[src/rtl/i2c_target.sv]
// i2c_target: I2C register-pointer target (addr, pointer, data with auto-increment); define I2C_STRETCH_EN for read clock stretching
module i2c_target #(
    parameter logic [6:0] DEV_ADDR   = 7'h50,
    parameter int         FILTER_LEN = 3
) (
    input  logic       clk,
    input  logic       resetn,
    input  logic       scl_i,
    output logic       scl_o,
    output logic       scl_t,
    input  logic       sda_i,
    output logic       sda_o,
    output logic       sda_t,
    output logic [7:0] wr_addr,
    output logic [7:0] wr_data,
    output logic       wr_strobe,
    output logic [7:0] rd_addr,
    output logic       rd_req,
    input  logic [7:0] rd_data,
    input  logic       rd_valid,
    output logic       busy
);
    typedef enum logic [3:0] {
        IDLE, ADDR, ADDR_ACK, PTR, PTR_ACK, WR, WR_ACK, RD_FETCH, RD, RD_ACK, WAIT_STOP
    } state_t;
    localparam logic [3:0] FLT_MAX = 4'(FILTER_LEN - 1);
    state_t     state;
    logic [1:0] scl_sync, sda_sync;
    logic [3:0] scl_cnt, sda_cnt;
    logic       scl_f, sda_f, scl_q, sda_q, fall_d;
    logic [7:0] sh, ptr, byte_in;
    logic [2:0] bit_cnt;
    logic       rw, scl_rise, scl_fall, start, stop, late, addr_hit, fetch_ok;
    assign scl_o    = 1'b0;
    assign sda_o    = 1'b0;
    assign scl_rise = scl_f & ~scl_q;
    assign scl_fall = ~scl_f & scl_q;
    assign start    = scl_f & scl_q & sda_q & ~sda_f;
    assign stop     = scl_f & scl_q & ~sda_q & sda_f;
    assign byte_in  = {sh[6:0], sda_f};
    assign addr_hit = (byte_in[7:1] == DEV_ADDR) && (DEV_ADDR != 7'h00);
    assign late     = ~scl_f & ~scl_fall;
`ifdef I2C_STRETCH_EN
    logic stretch;
    assign scl_t    = ~stretch;
    assign fetch_ok = rd_valid;
`else
    logic unused_rd_valid;
    assign scl_t           = 1'b1;
    assign fetch_ok        = 1'b1;
    assign unused_rd_valid = rd_valid;
`endif
    // Synchronise both pads and accept a new level only after it holds FILTER_LEN clocks
    always_ff @(posedge clk or negedge resetn) begin
        if (!resetn) begin
            scl_sync <= 2'b11;
            sda_sync <= 2'b11;
            scl_cnt  <= '0;
            sda_cnt  <= '0;
            scl_f    <= 1'b1;
            sda_f    <= 1'b1;
            scl_q    <= 1'b1;
            sda_q    <= 1'b1;
            fall_d   <= 1'b0;
        end else begin
            scl_sync <= {scl_sync[0], scl_i};
            sda_sync <= {sda_sync[0], sda_i};
            scl_cnt  <= (scl_sync[1] == scl_f || scl_cnt == FLT_MAX) ? '0 : scl_cnt + 4'd1;
            sda_cnt  <= (sda_sync[1] == sda_f || sda_cnt == FLT_MAX) ? '0 : sda_cnt + 4'd1;
            if (scl_sync[1] != scl_f && scl_cnt == FLT_MAX) scl_f <= scl_sync[1];
            if (sda_sync[1] != sda_f && sda_cnt == FLT_MAX) sda_f <= sda_sync[1];
            scl_q    <= scl_f;
            sda_q    <= sda_f;
            fall_d   <= scl_fall;
        end
    end
    // Protocol FSM: START/STOP first, then bit sampling on SCL rise and SDA updates one clock after SCL fall
    always_ff @(posedge clk or negedge resetn) begin
        if (!resetn) begin
            state     <= IDLE;
            sda_t     <= 1'b1;
            sh        <= '0;
            ptr       <= '0;
            bit_cnt   <= '0;
            rw        <= 1'b0;
            wr_addr   <= '0;
            wr_data   <= '0;
            wr_strobe <= 1'b0;
            rd_addr   <= '0;
            rd_req    <= 1'b0;
            busy      <= 1'b0;
`ifdef I2C_STRETCH_EN
            stretch   <= 1'b0;
`endif
        end else begin
            wr_strobe <= 1'b0;
            rd_req    <= 1'b0;
            if (start || stop) begin
                state   <= start ? ADDR : IDLE;
                bit_cnt <= '0;
                sda_t   <= 1'b1;
                if (stop) busy <= 1'b0;
`ifdef I2C_STRETCH_EN
                stretch <= 1'b0;
`endif
            end else begin
                case (state)
                    ADDR: if (scl_rise) begin
                        bit_cnt <= bit_cnt + 3'd1;
                        sh      <= byte_in;
                        if (bit_cnt == 3'd7) begin
                            state <= addr_hit ? ADDR_ACK : IDLE;
                            rw    <= sda_f;
                            busy  <= addr_hit;
                        end
                    end
                    ADDR_ACK, PTR_ACK, WR_ACK: begin
                        if (fall_d) sda_t <= 1'b0;
                        if (scl_rise) begin
                            bit_cnt <= '0;
                            if (state == ADDR_ACK && rw) begin
                                state   <= RD_FETCH;
                                rd_req  <= 1'b1;
                                rd_addr <= ptr;
                            end else begin
                                state <= (state == ADDR_ACK) ? PTR : WR;
                            end
                        end
                    end
                    PTR, WR: begin
                        if (fall_d) sda_t <= 1'b1;
                        if (scl_rise) begin
                            bit_cnt <= bit_cnt + 3'd1;
                            sh      <= byte_in;
                            if (bit_cnt == 3'd7) begin
                                state <= (state == PTR) ? PTR_ACK : WR_ACK;
                                if (state == PTR) begin
                                    ptr <= byte_in;
                                end else begin
                                    wr_strobe <= 1'b1;
                                    wr_addr   <= ptr;
                                    wr_data   <= byte_in;
                                    ptr       <= ptr + 8'd1;
                                end
                            end
                        end
                    end
                    RD_FETCH: begin
                        if (fall_d) sda_t <= 1'b1;
                        if (!rd_req && fetch_ok) begin
                            state   <= RD;
                            bit_cnt <= '0;
                            ptr     <= ptr + 8'd1;
                            sh      <= late ? {rd_data[6:0], 1'b0} : rd_data;
                            if (late) sda_t <= rd_data[7];
                        end
`ifdef I2C_STRETCH_EN
                        else if (!rd_req && !scl_f) stretch <= 1'b1;
`endif
                    end
                    RD: begin
`ifdef I2C_STRETCH_EN
                        stretch <= 1'b0;
`endif
                        if (fall_d) begin
                            sda_t <= sh[7];
                            sh    <= {sh[6:0], 1'b0};
                        end
                        if (scl_rise) begin
                            bit_cnt <= bit_cnt + 3'd1;
                            if (bit_cnt == 3'd7) state <= RD_ACK;
                        end
                    end
                    RD_ACK: begin
                        if (fall_d) sda_t <= 1'b1;
                        if (scl_rise) begin
                            bit_cnt <= '0;
                            if (sda_f) begin
                                state <= WAIT_STOP;
                            end else begin
                                state   <= RD_FETCH;
                                rd_req  <= 1'b1;
                                rd_addr <= ptr;
                            end
                        end
                    end
                    default: sda_t <= 1'b1;
                endcase
            end
        end
    end
endmodule

[config.mk]
export PLATFORM = sky130hd
export DESIGN_NAME = i2c_target
export DESIGN_NICKNAME = d
export VERILOG_FILES = /design/src/rtl/i2c_target.sv
export SDC_FILE = /design/constraint.sdc
export NUM_CORES = 1
export LEC_CHECK = 0
export ABC_AREA = 1
export BUFFER_PORTS_ARGS = -buffer_cell sky130_fd_sc_hd__buf_2
export CAP_MARGIN = 25
export CORE_MARGIN = 5
export CORE_UTILIZATION = 45
export CTS_BUF_LIST = sky130_fd_sc_hd__clkbuf_4
export DETAILED_ROUTE_END_ITERATION = 12
export PLACE_DENSITY = 0.7
export SETUP_SLACK_MARGIN = 0.4
export SYNTH_ARGS = -nofsm -noshare
export SYNTH_HDL_FRONTEND = slang
export SYNTH_SLANG_ARGS = --single-unit
[constraint.sdc]
create_clock -name clk -period 1.75 [get_ports clk]
set_input_delay 0.0875 -clock clk [delete_from_list [all_inputs] [get_ports clk]]
set_output_delay 0.0875 -clock clk [all_outputs]
set_load 0.01 [all_outputs]
======== After elaboration in Yosys (flattened, before gate mapping) ========
Cells that the tools add are included.
operators by class
  order comparisons ....................... 0
  bitwise gates (word level) .............. 15
  mux-type cells .......................... 62
  shift-type cells ........................ 0
  equality and inequality tests ........... 41
  reductions and logical operators ........ 29
  add/subtract/negate cells ............... 4
  multiply operators ...................... 0
  div/mod/pow operators ................... 0
operators with widths
  operator                                                         count
  8-bit 2-to-1 mux                                                 12
  4-bit 2-to-1 mux                                                 13
  3-bit inequality test, second input constant                     11
  8-bit case mux with 2 select lines                               2
  4-bit case mux with 6 select lines                               1
  8-bit case mux with 3 select lines                               1
  1-bit 2-to-1 mux                                                 22
  2-bit inequality test, second input constant                     10
  3-bit 2-to-1 mux                                                 6
  4-bit by 2-bit == test with 1-bit output, second input constant  4
  4-bit by 3-bit == test with 1-bit output, second input constant  4
  5-bit AND reduction                                              3
  4-bit AND reduction                                              3
  10-bit AND reduction                                             1
  2-bit nonzero test                                               5
  3-bit case mux with 3 select lines                               1
  3-bit OR reduction                                               3
  4-bit by 1-bit adder with 4-bit output, second input constant    2
  8-bit by 1-bit adder with 8-bit output, second input constant    1
  1-bit AND                                                        8
  4-bit == test, second input constant                             2
  4-bit OR reduction                                               2
  7-bit == test, second input constant                             1
  1-bit inverter                                                   7
  other kinds (18)                                                 26
storage, ports and cells
  bits in latches ......................... 0
  bits in read-only memories .............. 0
  RAM bits ................................ 0
  register bits after elaboration ......... 69
  input port bits ......................... 13
  output and inout port bits .............. 31
  word-level logic and storage cells ...... 172
  memories ................................ 0

======== Depth between registers and ports, before layout ========
  depth after elaboration ................. 8
  gate-level depth with buffers ........... 11
  depth with buffers taken out ............ 11

======== Worst setup path before layout ========
No wires, ideal clock.
  path kind ............................... reg-to-reg
  start point ............................. register bit_cnt[0]
  end point ............................... register ptr[4]
  stages on the path, launching flop included .. 11
  data required time ...................... 1,676 ps
  period minus slack after synthesis ...... 1,590 ps
  library setup time ...................... 74 ps
  slack ................................... 160 ps
  arrival time ............................ 1,516 ps
  buffers on the path ..................... 1
  path through ............................ dfrtp_1 ha_1 ha_1 nand2_1 inv_1 a21oi_1 nor2_4 nand2_2 buf_6 nand2_1 o21ai_2
between the ends
  cells in the longest elaborated chain, start to end .. 3
ends and longest elaborated chain
  element                          line  RTL
  start, declared                  32    logic [2:0] bit_cnt;
  start signal, assigned           109   bit_cnt <= bit_cnt + 3'd1;
  start signal, assigned           133   bit_cnt <= bit_cnt + 3'd1;
  start signal, assigned           170   bit_cnt <= bit_cnt + 3'd1;
  3-bit == test                    135   if (bit_cnt == 3'd7) begin
  2-bit inequality test (no line)  n/a
  5-bit AND reduction (no line)    n/a
  end signal, assigned             138   ptr <= byte_in;
  end signal, assigned             143   ptr <= ptr + 8'd1;
  end signal, assigned             153   ptr <= ptr + 8'd1;
  end, declared                    31    logic [7:0] sh, ptr, byte_in;
No other way between the ends.
A chain may end at the register's enable or synchronous reset.

======== Final worst setup path ========
  start point ............................. register state[2]
  end point ............................... register state[2]
between the ends
  cells in the longest elaborated chain, start to end .. 6
  elaborated cells on any way between the ends .. 28
  those cells by class .................... 18 x eq/ne; 5 x mux; 5 x reduce/logical
ends and longest elaborated chain
  element                                                line           RTL
  start, declared                                        27             state_t state;
  start signal, assigned                                 99             state <= start ? ADDR : IDLE;
  start signal, assigned                                 112            state <= addr_hit ? ADDR_ACK : IDLE;
  start signal, assigned                                 126            state <= (state == ADDR_ACK) ? PTR : WR;
  4-bit by 2-bit == test with 1-bit output               107, 121, 126
  3-bit 2-to-1 mux or 1-bit logical AND (tied branches)  126, 121
  3-bit 2-to-1 mux                                       121            if (state == ADDR_ACK && rw) begin
  4-bit 2-to-1 mux                                       119            if (scl_rise) begin
  4-bit case mux with 6 select lines                     107            case (state)
  4-bit 2-to-1 mux                                       98             if (start || stop) begin
Parallel ways exist; a longest one is shown, timed or not. The select of a mux whose other input is x is not followed.

==> summary.txt <==
Run status
  – Status: finished, final reports clean

STA
  – Final hold vios: 0
  – Max-slew violations: 0
  – Hold_ws: 69.5 ps
  – Max Clk Rate: 0.612 GHz
  – Post-route setup TNS: 0 ps
  – Worst clock skew: 14.6 ps
  – Final Critical Period: 1630 ps
  – Final worst slack: 115 ps
  – Slew @ Worst Pin: 561 ps
  – Slew margin rel.: 0.626
  – Setup repair after global routing missed its margin: yes
  – Final setup fails: 0
  – Period utilization: 0.934

Pwr
  – PD cells: 1020 nW/um^2
  – Pwr Total: 4840 uW
  – Sw Ratio: 0.410
  – LEAKAGE: 0.00250 uW
  – Clk pwr share: 0.194
  – Total internal power: 2860 uW
  – Peak supply drop: 0.844 mV
  – Register share of total power: 0.423
  – Combinational power share: 0.383
  – NetSw: 1990 uW

Logic synthesis
  – Post-synthesis area per instance: 7.72 sq um
  – Cell Area, Synth: 3600 sq um
  – Commonest cells in the netlist: nand2_1, dfrtp_1, inv_1
  – Top cell type's share of synthesized area: 0.417
  – Ys flop type: dfrtp_1
  – Post-synthesis async set-or-reset flop share: 1.00
  – Syn Inst Count: 466
  – Synth Register Bits: 69
  – Ranking of synthesized cells by area: dfrtp_1, nand2_1, dfstp_2, o21ai_0, inv_1
  – Yosys warns: 0
  – Yosys top cell by area: dfrtp_1
  – Seq/Total Area, Yosys: 0.483
  – EDFF count, synth: 0
  – Count leader, synth: nand2_1
  – Netlist cell types: 30

CTS
  – Clock buffer count from CTS: 9
  – CTS Sinks: 69
  – H-Tree Depth: 3
  – Reg clk slew, reported paths: 120 ps
  – TritonCTS clock tree: done
  – Worst skew pair latency: 450 ps
  – Root buf cell: clkbuf_4
  – Clock Tree Buf Depth: 2

Route
  – First DRT Iteration DRCs: 172
  – Drt pass-1 iters: 5
  – Final wirelength: 9590 um
  – DRC viols: 0
  – Vias post-DR: 3414
  – Met2 Routed Length: 4650 um
  – Via density: 5.14
  – Antenna Nets Post-Route: 0
  – Avg WL per Cell: 14.4 um
  – M1 wire length: 4090 um
  – DR top layer: met4
  – Met3 Wirelength: 574 um

Worst hold path
  – Worst Hold Path Cells: 5
  – Worst min path class: in -> reg
  – Worst Hold End: sh[0]
  – Worst Hold Launch: rd_data[0]

Global routing
  – GRT overflow: 0
  – First-pass GRT wire length: 15400 um
  – Initial antenna violation count: 0
  – Tot GR Track Use: 0.191
  – Number of global-route vias before repair: 3412
  – Largest net degree at the start of global routing: 47

Critical path
  – Critical Path Start Type: register
  – Worst setup path start: state[2]
  – CP max stage cell: dfrtp_2
  – Critical Path Max Stage Delay: 510 ps
  – Crit path capture type: register
  – Setup slack, reg-to-reg: 120 ps
  – CP Data Required Time: 2090 ps
  – Worst r2r dst: state[2]
  – Critical path type: reg -> reg
  – CP Max Fanout: 6
  – FF-to-FF path depth: 10
  – Crit-path cells: inv_2 > nor2_4 > nand2_4 > nand2_4 > buf_4 > buf_4 > nor2_1 > a21oi_1 > nand2_1 > nand2_1
  – WP buf/inv: 3
  – Worst EP arrival: 1970 ps
  – Delay-heaviest family, CP: simple AND/OR/NAND/NOR gates
  – RR Startpoint: state[2]

Flow run
  – Max-cap viol count: 0

Placed design
  – Port Buffer Count: 39
  – Cell Area, Placed: 4010 sq um
  – GPL Wtd Cong: 0.922
  – Dpl ws: 9.73 ps
  – Detail Placement HPWL: 6230 um

Cells and area
  – Area Overhead vs Synth: 32.4%
  – Fill cells: 691
  – Design Area, Final: 4760 sq um
  – Register Area: 1740 sq um
  – Area taken by multi-input logic gates: 1970 sq um
  – Nets@finish: 577
  – Antenna diodes: 0
  – Layout cells sized above 1: 0.365

Floorplanning
  – Site Rows: 32
  – Die height: 99.4 um
  – Total die area: 9890 sq um
  – Core area: 7770 sq um
  – Chip width: 99.4 um
  – I/O pins: 44
  – Initial Utilization: 0.463
layout by cell type, fill, tap and decap left out, types with 4 or more instances in the layout:
cell type / netlist / layout
a21oi_1: 9 / 6
buf_2: 2 / 39
buf_4: 3 / 39
buf_6: 1 / 4
clkbuf_4: 0 / 9
dfrtp_1: 60 / 56
dfrtp_2: 0 / 4
dfstp_2: 9 / 9
ha_1: 7 / 5
inv_1: 48 / 38
inv_2: 4 / 9
inv_4: 1 / 5
nand2_1: 150 / 124
nand2_2: 9 / 19
nand2_4: 1 / 17
nand3_1: 32 / 29
nand4_1: 12 / 12
nor2_1: 40 / 28
nor2_2: 7 / 5
nor2_4: 2 / 16
o21ai_0: 38 / 21
o21ai_1: 8 / 23
o21ai_2: 5 / 6
xor2_1: 4 / 4
final cells by class:
class | instances | share of cell area
Tap cell | 102 | 0.0268
Inverter | 53 | 0.0460
Clock inverter | 7 | 0.0105
Sequential cell | 69 | 0.366
Timing Repair Buffer | 86 | 0.122
Multi-Input combinational cell | 338 | 0.414
Clock buffer | 9 | 0.0142
routing by layer:
layer | GRT usage | up-vias
met5 | 0 | -
met4 | 0.0809 | 0
met3 | 0.0463 | 27
met2 | 0.310 | 110
met1 | 0.244 | 1606
li1 | - | 1671
cells by family after synthesis:
group | Yosys count | synth area share
AO/OA/AOI/OAI | 63 | 0.0952
XOR/XNOR | 6 | 0.0146
adder cells (fa/ha/maj) | 7 | 0.0243
buffers and inverters | 63 | 0.0723
flip-flops | 69 | 0.483
other | 2 | 0.00209
AND/OR/NAND/NOR | 256 | 0.309
stage by stage:
stage                     utilization  instances
after global placement          0.516        610
after global routing            0.613        664
after floorplan                     -        467
after detailed placement        0.516        610
after CTS                       0.581        649
final                           0.613        664
worst max path at each step:
stage                     depth (start not counted)        to  slack [ps]
final                                            10  state[2]         120
after global routing                             10    ptr[7]          60
after CTS                                        10    ptr[7]         230
after detailed placement                         11    ptr[7]          10
after global placement                           11    ptr[7]          60
after floorplan                                  10    ptr[4]         260
worst reg2reg max path: stages, from the launching register on:
cell	delay, ps
dfrtp_2	510
inv_2	110
nor2_4	50
nand2_4	120
nand2_4	60
buf_4	140
buf_4	130
nor2_1	180
a21oi_1	110
nand2_1	80
nand2_1	50
power by group through the flow:
| stage | Clock, uW | Combinational, uW | Sequential (uW) |
|---|---|---|---|
| 2_1_floorplan | 0 | 933 | 2050 |
| 3_5_place_dp | 0 | 1350 | 2090 |
| 6_report | 942 | 1850 | 2050 |
| 3_3_place_gp | 0 | 1310 | 2070 |
| 5_1_grt | 1050 | 2060 | 2080 |
| 4_1_cts | 958 | 1650 | 2040 |
sequential cells by signal (all words and copies together) (netlist names):
register   cells
wr_addr        8
scl_f          1
sda_cnt        4
rd_addr        8
rd_req         1
sda_q          1
fall_d         1
scl_cnt        4
sda_f          1
rw             1
wr_data        8
sh             8
busy           1
ptr            8
scl_sync       2
scl_q          1
bit_cnt        3
sda_sync       2
sda_t          1
state          4
wr_strobe      1
timing repair:
| item | 4_1_cts | 5_1_grt |
|---|---|---|
| endpoints found under the setup margin | 51 | 51 |
| pin swaps | 16 | 33 |
| endpoints found under the hold margin | 16 | 0 |
| buffers inserted | 19 | 13 |
| gates cloned | 1 | 2 |
| gates resized for setup | 56 | 43 |
| hold buffers | 3 | 0 |
Note: power is estimated with default switching activity, not from simulation.
